===== config.mk =====
export PLATFORM = sky130hd
export DESIGN_NAME = lc3_fetch_unit
export DESIGN_NICKNAME = d
export VERILOG_FILES = /design/src/rtl/lc3_fetch_unit.sv
export SDC_FILE = /design/constraint.sdc
export NUM_CORES = 1
export LEC_CHECK = 0
export ABC_AREA = 1
export ABC_CLOCK_PERIOD_IN_PS = 3700
export CORE_AREA = 2 2 97 99
export DETAILED_ROUTE_END_ITERATION = 12
export DIE_AREA = 0 0 99 101
export PLACE_DENSITY = 0.83
export SETUP_SLACK_MARGIN = 0.05
export SLEW_MARGIN = 20
export SYNTH_ARGS = -nofsm -noshare
export SYNTH_HDL_FRONTEND = slang
export SYNTH_SLANG_ARGS = --single-unit
export TNS_END_PERCENT = 10

===== constraint.sdc =====
create_clock -name clock -period 3.7 [get_ports clock]
set_clock_uncertainty 0.2 [all_clocks]
set_input_delay 0.555 -clock clock [delete_from_list [all_inputs] [get_ports clock]]
set_output_delay 0.555 -clock clock [all_outputs]
set_load 0.01 [all_outputs]

===== src/rtl/lc3_fetch_unit.sv =====
// rtl/lc3_fetch_unit.sv - LC-3 instruction fetch stage with PC, redirect squash and timeout
module lc3_fetch_unit #(
    parameter logic [15:0] RESET_PC = 16'h3000,
    parameter int unsigned MAX_WAIT = 15
) (
    input  logic        clock,
    input  logic        reset,
    input  logic        fetch_en,
    input  logic        redirect,
    input  logic [15:0] target_pc,
    input  logic        mem_rdy,
    input  logic [15:0] mem_rdata,
    output logic        mem_req,
    output logic [15:0] mem_addr,
    output logic [15:0] instr,
    output logic        instr_valid,
    output logic [15:0] pc,
    output logic [15:0] npc,
    output logic        fetch_busy,
    output logic        fetch_err
);

    typedef enum logic [1:0] {
        IDLE = 2'd0,
        REQ  = 2'd1,
        ERR  = 2'd2
    } state_t;

    // Last unready REQ cycle that is still tolerated before giving up.
    localparam logic [7:0] WAIT_LAST = 8'(MAX_WAIT - 1);

    state_t      state;
    state_t      state_next;
    logic [15:0] pc_reg;
    logic [15:0] pc_reg_next;
    logic [15:0] pc_pending;
    logic [15:0] pc_pending_next;
    logic        squash;
    logic        squash_next;
    logic [7:0]  wait_cnt;
    logic [7:0]  wait_cnt_next;
    logic [15:0] instr_next;
    logic [15:0] pc_next;
    logic [15:0] npc_next;
    logic        instr_valid_next;
    logic        mem_req_next;
    logic        fetch_err_next;

    // The read address always tracks the live PC; mem_req tells memory when it matters.
    assign mem_addr   = pc_reg;
    assign fetch_busy = mem_req;

    // State register
    always_ff @(posedge clock or posedge reset) begin
        if (reset) begin
            state <= IDLE;
        end else begin
            state <= state_next;
        end
    end

    // PC, squash bookkeeping and registered outputs
    always_ff @(posedge clock or posedge reset) begin
        if (reset) begin
            pc_reg      <= RESET_PC;
            pc_pending  <= 16'h0000;
            squash      <= 1'b0;
            wait_cnt    <= 8'h00;
            instr       <= 16'h0000;
            pc          <= 16'h0000;
            npc         <= 16'h0000;
            instr_valid <= 1'b0;
            mem_req     <= 1'b0;
            fetch_err   <= 1'b0;
        end else begin
            pc_reg      <= pc_reg_next;
            pc_pending  <= pc_pending_next;
            squash      <= squash_next;
            wait_cnt    <= wait_cnt_next;
            instr       <= instr_next;
            pc          <= pc_next;
            npc         <= npc_next;
            instr_valid <= instr_valid_next;
            mem_req     <= mem_req_next;
            fetch_err   <= fetch_err_next;
        end
    end

    // Next-state logic and next values of every register
    always_comb begin
        state_next       = state;
        pc_reg_next      = pc_reg;
        pc_pending_next  = pc_pending;
        squash_next      = squash;
        wait_cnt_next    = wait_cnt;
        instr_next       = instr;
        pc_next          = pc;
        npc_next         = npc;
        instr_valid_next = 1'b0;

        case (state)
            IDLE: begin
                // A redirect in IDLE lands directly in PC, so a same-cycle fetch uses it.
                if (redirect) begin
                    pc_reg_next = target_pc;
                end
                if (fetch_en) begin
                    state_next    = REQ;
                    wait_cnt_next = 8'h00;
                    squash_next   = 1'b0;
                end
            end
            REQ: begin
                if (mem_rdy) begin
                    wait_cnt_next = 8'h00;
                    if (redirect) begin
                        // Redirect racing the data: the returned word is stale, refetch at target.
                        pc_reg_next = target_pc;
                        squash_next = 1'b0;
                    end else if (squash) begin
                        pc_reg_next = pc_pending;
                        squash_next = 1'b0;
                    end else begin
                        instr_next       = mem_rdata;
                        pc_next          = pc_reg;
                        npc_next         = pc_reg + 16'h0001;
                        pc_reg_next      = pc_reg + 16'h0001;
                        instr_valid_next = 1'b1;
                        state_next       = IDLE;
                    end
                end else begin
                    // Keep the outstanding address stable; remember only the newest target.
                    if (redirect) begin
                        pc_pending_next = target_pc;
                        squash_next     = 1'b1;
                    end
                    wait_cnt_next = wait_cnt + 8'h01;
                    if (wait_cnt == WAIT_LAST) begin
                        state_next = ERR;
                    end
                end
            end
            ERR: begin
                state_next = ERR;
            end
            default: begin
                state_next = IDLE;
            end
        endcase

        mem_req_next   = (state_next == REQ);
        fetch_err_next = (state_next == ERR);
    end

endmodule


==> After elaboration in Yosys (flattened, before gate mapping) <==
Cells that the tools add are included.
{ "totals": {"regBits": 94, "latch_bits": 0, "ram_bits": 0, "romBits": 0, "out_inout_bits": 68, "word_cells": 54, "mem_count": 0} }
{ "classes": {"n_addsub": 2, "multipliers": 0, "div_mod_pow": 0, "n_lt_le_gt_ge": 0, "eq_ne": 9, "shift": 0, "n_mux": 22, "n_bitwise": 3, "n_reduce_logical": 7} }
{ "op_table": {"columns": ["operator", "n"], "rows": [
  ["$mux 16", 4],
  ["$pmux 16 s2", 1],
  ["$add 16x1->16 const B", 1],
  ["$mux 8", 2],
  ["$pmux 8 s2", 1],
  ["$mux 2", 5],
  ["$reduce_and 3->1", 3],
  ["$add 8x1->8 const B", 1],
  ["$eq 8x4->1 const B", 1],
  ["$mux 1", 7],
  ["$ne 2x2->1 const B", 3],
  ["$pmux 2 s3", 1],
  ["$eq 2x1->1 const B", 2],
  ["$eq 2x2->1 const B", 2],
  ["$reduce_and 4->1", 1],
  ["$ne 3x3->1 const B", 1],
  ["$not 1->1", 3],
  ["$logic_not 2->1", 1],
  ["$pmux 1 s2", 1],
  ["$reduce_and 2->1", 1],
  ["$reduce_bool 2->1", 1]
]} }

==> Logic depth before layout (Yosys ltp) <==
{ "depth": {"word_depth": 5, "mapped_depth": 9, "ltp_nobuf": 9} }

==> Worst setup path after synthesis <==
No wires, ideal clock.
{ "synth_timing": {"kind": "input to register", "start": "in fetch_en", "end": "reg wait_cnt[7]", "arrival_time_ns": 1.299, "path_slack_ns": 2.082, "cell_stages": 6, "path_cell_list": "o21ai_1 > nor2_1 > nand4_1 > inv_1 > a21oi_1 > nor2_1"} }
{ "synth_between": {"elab_chain_cells": 2} }
{ "synth_lines": {"columns": ["element", "line", "text"], "rows": [
  ["from (decl)", "8", "input logic fetch_en,"],
  ["$ne 2x2->1 (no line)", null, null],
  ["$reduce_and 2->1 (no line)", null, null],
  ["to (signal assigned)", "79", "wait_cnt <= wait_cnt_next;"],
  ["to (decl)", "40", "logic [7:0] wait_cnt;"]
]} }
No other way between the ends.
A chain may end at the register's enable or synchronous reset.

==> Worst setup path after layout <==
{ "layout_timing": {"start": "reg squash", "end": "reg npc[8]"} }
{ "layout_between": {"elab_chain_cells": 2} }
{ "layout_lines": {"columns": ["element", "line", "text"], "rows": [
  ["from (decl)", "38", "logic squash;"],
  ["from (signal assigned)", "78", "squash <= squash_next;"],
  ["$not 1->1 (no line)", null, null],
  ["$reduce_and 4->1 (no line)", null, null],
  ["to (signal assigned)", "82", "npc <= npc_next;"],
  ["to (decl)", "18", "output logic [15:0] npc,"]
]} }
No other way between the ends.

==> results.toml <==
[synth]
synth_area_leaders = "dfrtp_1 54%, nand2_1 13%, a21oi_1 6.3%, nor2_1 4.6%, inv_1 4.4%"
syn-mean-instance-area_sq_um = 8.22
post_synthesis_net_count = 561
ys_warn_count = 0
number_of_library_cell_types_mapped_by_synthesis = 28
synth_common_cells = "147 x nand2_1, 92 x dfrtp_1, 54 x a21oi_1"
synth_largest_type_area_fraction_pct = 53.8
asyncSetResetFlopFracSynth_pct = 100
yosys_register_bits = 94
synth_cells = 521
ys_seq_area_share_pct = 55.0
synth_flop_cell = "dfrtp_1"
synth_area_sq_um = 4280
synth-edff-count = 0
most_frequently_used_cell_type_in_the_post_synthesis_netlist = "nand2_1"
largest_area_contributor_in_the_synthesized_netlist = "dfrtp_1"

[layout]
nNetsFinal = 656
drive_gt1_share_pct = 4.67
stdcell_area_sq_um = 5620
layout-area-overhead-vs-synth_pct = 31.2
diodes = 0
layout.filler_cells = 732

[power_and_ir_drop]
pleak_nw = 2.67
vdd_drop_max_mv = 0.205
post-layout-total-power_mw = 1.91
power.density_nw_per_um2 = 341

[cts]
cts.htree.levels = 3
postCtsSetupRepairBufs = 0
cts.clk_slew.worst_paths_ns = 0.09
ctsLongestPathBuffers = 2
cts_hold_buf = 0
clock_root_cell = "clkbuf_8"
cts-resized-gates = 0
cts.sinks = 94
numCtsBuffers = 9
clock_latency_ns = 0.37
cts_tree = "built"

[floorplan]
die_w_um = 99
fp.dieArea_sq_um = 10000
core_footprint_sq_um = 8980
initial_standard_cell_utilization_of_the_core_pct = 47.7
num_rows = 35
die-height_um = 101
top_level_ports = 105

[timing]
finalMaxSlewViolations = 0
totalNegativeSetupSlack_ns = 0
final_critical_period_ns = 2.60
max_freq_ghz = 0.385
tightestPinTransition_ns = 0.901
slew_headroom_pct = 39.8
holdWs_ns = 0.277
setup_repair_after_global_routing_missed_its_margin = "no"
post-route-period-util_pct = 70.3
hold_violations = 0
number_of_failing_setup_endpoints_in_the_final_timing_report = 0

[detailed_routing]
routed_via_density = 5.08
drt_pass1_iterations = 4
drt_first_iter_violations = 172
postRouteAntennaNets = 0
post_drt_wl_per_cell_um = 13.9
remaining_drc_errors = 0
route.vias.total = 3716
finalWirelength_mm = 10.1

[critical_path]
timing.critical_path.required_ns = 3.71
ff2ff_setup_slack_ns = 1.10
timing.critical_path.slowest_cell_delay_ns = 0.72
critical_path.top_delay_family = "buffers and inverters"
startpoint_type = "flop"
critical_path_buf_inv_count = 2
worst-endpoint-arrival_ns = 2.61
crit_chain = "inv_1, nand3_1, nor2_2, inv_2, o21ai_0"
highest_fanout_seen_on_the_critical_path = 59
critical_path_class = "flop to flop"
critical_path.slowest_cell = "dfrtp_1"
crit_path_end_kind = "flop"

[placement]
place.port_buffers = 104
place_area_sq_um = 5370
finalWeightedCongestion = 0.932
dp_hpwl_mm = 7.38

[run_status]
run_status = "finished clean"

[global_routing]
global_route.overflow_total = 0
grt_pass1_vias = 3582
grt_antenna_before_repair = 0
gr-usage-all-layers_pct = 21.2
largest_net_degree_at_the_start_of_global_routing = 60
grt_first_pass_wirelength_mm = 17.0

[worst_hold_path]
min-delay-path-class = "flop to flop"

[job]
drv_cap = 0
-- worst min-delay path, stage by stage, from the launching register on --
cell	delay, ns
dfrtp_1	0.35
nand2_1	0.05
nand2_1	0.05
-- final timing paths --
path	cells after the start	to	startpoint
max in group asynchronous	3	mem_addr[13]$_DFFE_PP1P_	reset
min in group asynchronous	2	instr[0]$_DFFE_PP0P_	reset
worst max register to register	5	npc[8]$_DFFE_PP0P_	squash$_DFFE_PP0P_
worst min-delay path	2	pc[6]$_DFFE_PP0P_	pc[6]$_DFFE_PP0P_
worst max-delay path	5	npc[8]$_DFFE_PP0P_	squash$_DFFE_PP0P_
worst min register to register	2	pc[6]$_DFFE_PP0P_	pc[6]$_DFFE_PP0P_
-- stage by stage --
step | setup WS [ns] | util (%) | std cells
5_1_grt | 0.821 | 62.6 | 732
2_1_floorplan | 0.500 | - | 521
3_5_place_dp | 1.12 | 59.8 | 716
4_1_cts | 1.11 | 62.6 | 732
6_report | 1.10 | 62.6 | 732
3_3_place_gp | 1.19 | 59.8 | 716
-- power by group --
| group | switching (mW) | internal (mW) |
|---|---|---|
| Clock | 0.365 | 0.456 |
| Combinational | 0.0307 | 0.0367 |
| Sequential | 0 | 1.03 |
| Total | 0.396 | 1.52 |
-- cells by family (layout without fill, tap and decap cells) --
logic type | count (synthesis) | count (layout) | share of synthesized area (%)
AO/OA/AOI/OAI | 108 | 108 | 13.3
XOR/XNOR | 8 | 8 | 1.64
adder cells (fa/ha/maj) | 3 | 3 | 0.877
buffers and inverters | 77 | 177 | 7.60
flip-flops | 94 | 94 | 55.0
AND/OR/NAND/NOR | 231 | 231 | 21.6
-- final cells by class --
class | count | area (sq um) | share of cell area [%]
clock buffers | 10 | 128 | 2.27
well taps | 111 | 139 | 2.47
inverters | 55 | 208 | 3.70
repair buffers | 106 | 1070 | 19.0
multi-input cells | 350 | 1600 | 28.5
clock inverters | 6 | 118 | 2.09
flip-flops and latches | 94 | 2350 | 41.9
-- layout by cell type, fill, tap and decap left out --
master / Yosys / layout
clkbuf_8: 0 / 9
dfrtp_1: 92 / 92
nand2_1: 147 / 147
o21ai_0: 37 / 37
inv_1: 50 / 49
dfstp_2: 2 / 2
nand2_2: 1 / 1
clkbuf_1: 7 / 1
ha_1: 3 / 3
clkinv_2: 0 / 1
xor2_1: 8 / 8
nor3b_1: 1 / 1
o22ai_1: 1 / 1
nor2_2: 1 / 1
buf_12: 0 / 1
inv_6: 0 / 1
nor3_1: 2 / 2
nand3_1: 20 / 20
inv_2: 5 / 5
a31oi_1: 6 / 6
o21ai_1: 4 / 4
bufinv_16: 0 / 3
nand4_1: 6 / 6
o211ai_2: 1 / 1
buf_4: 5 / 1
nor2_1: 52 / 52
clkdlybuf4s50_1: 0 / 104
a22oi_1: 2 / 2
o211ai_1: 3 / 3
nor2_4: 1 / 1
a21oi_1: 54 / 54
inv_8: 0 / 1
clkinvlp_4: 0 / 1
-- metal layers --
metal	track usage (%)	share of wire, %	vias up
met5	0	0	-
li1	-	-	1852
met2	33.5	47	129
met3	7.07	7.6	12
met1	28.0	44	1723
met4	6.32	1.4	0
(Power assumes the default switching activity.)
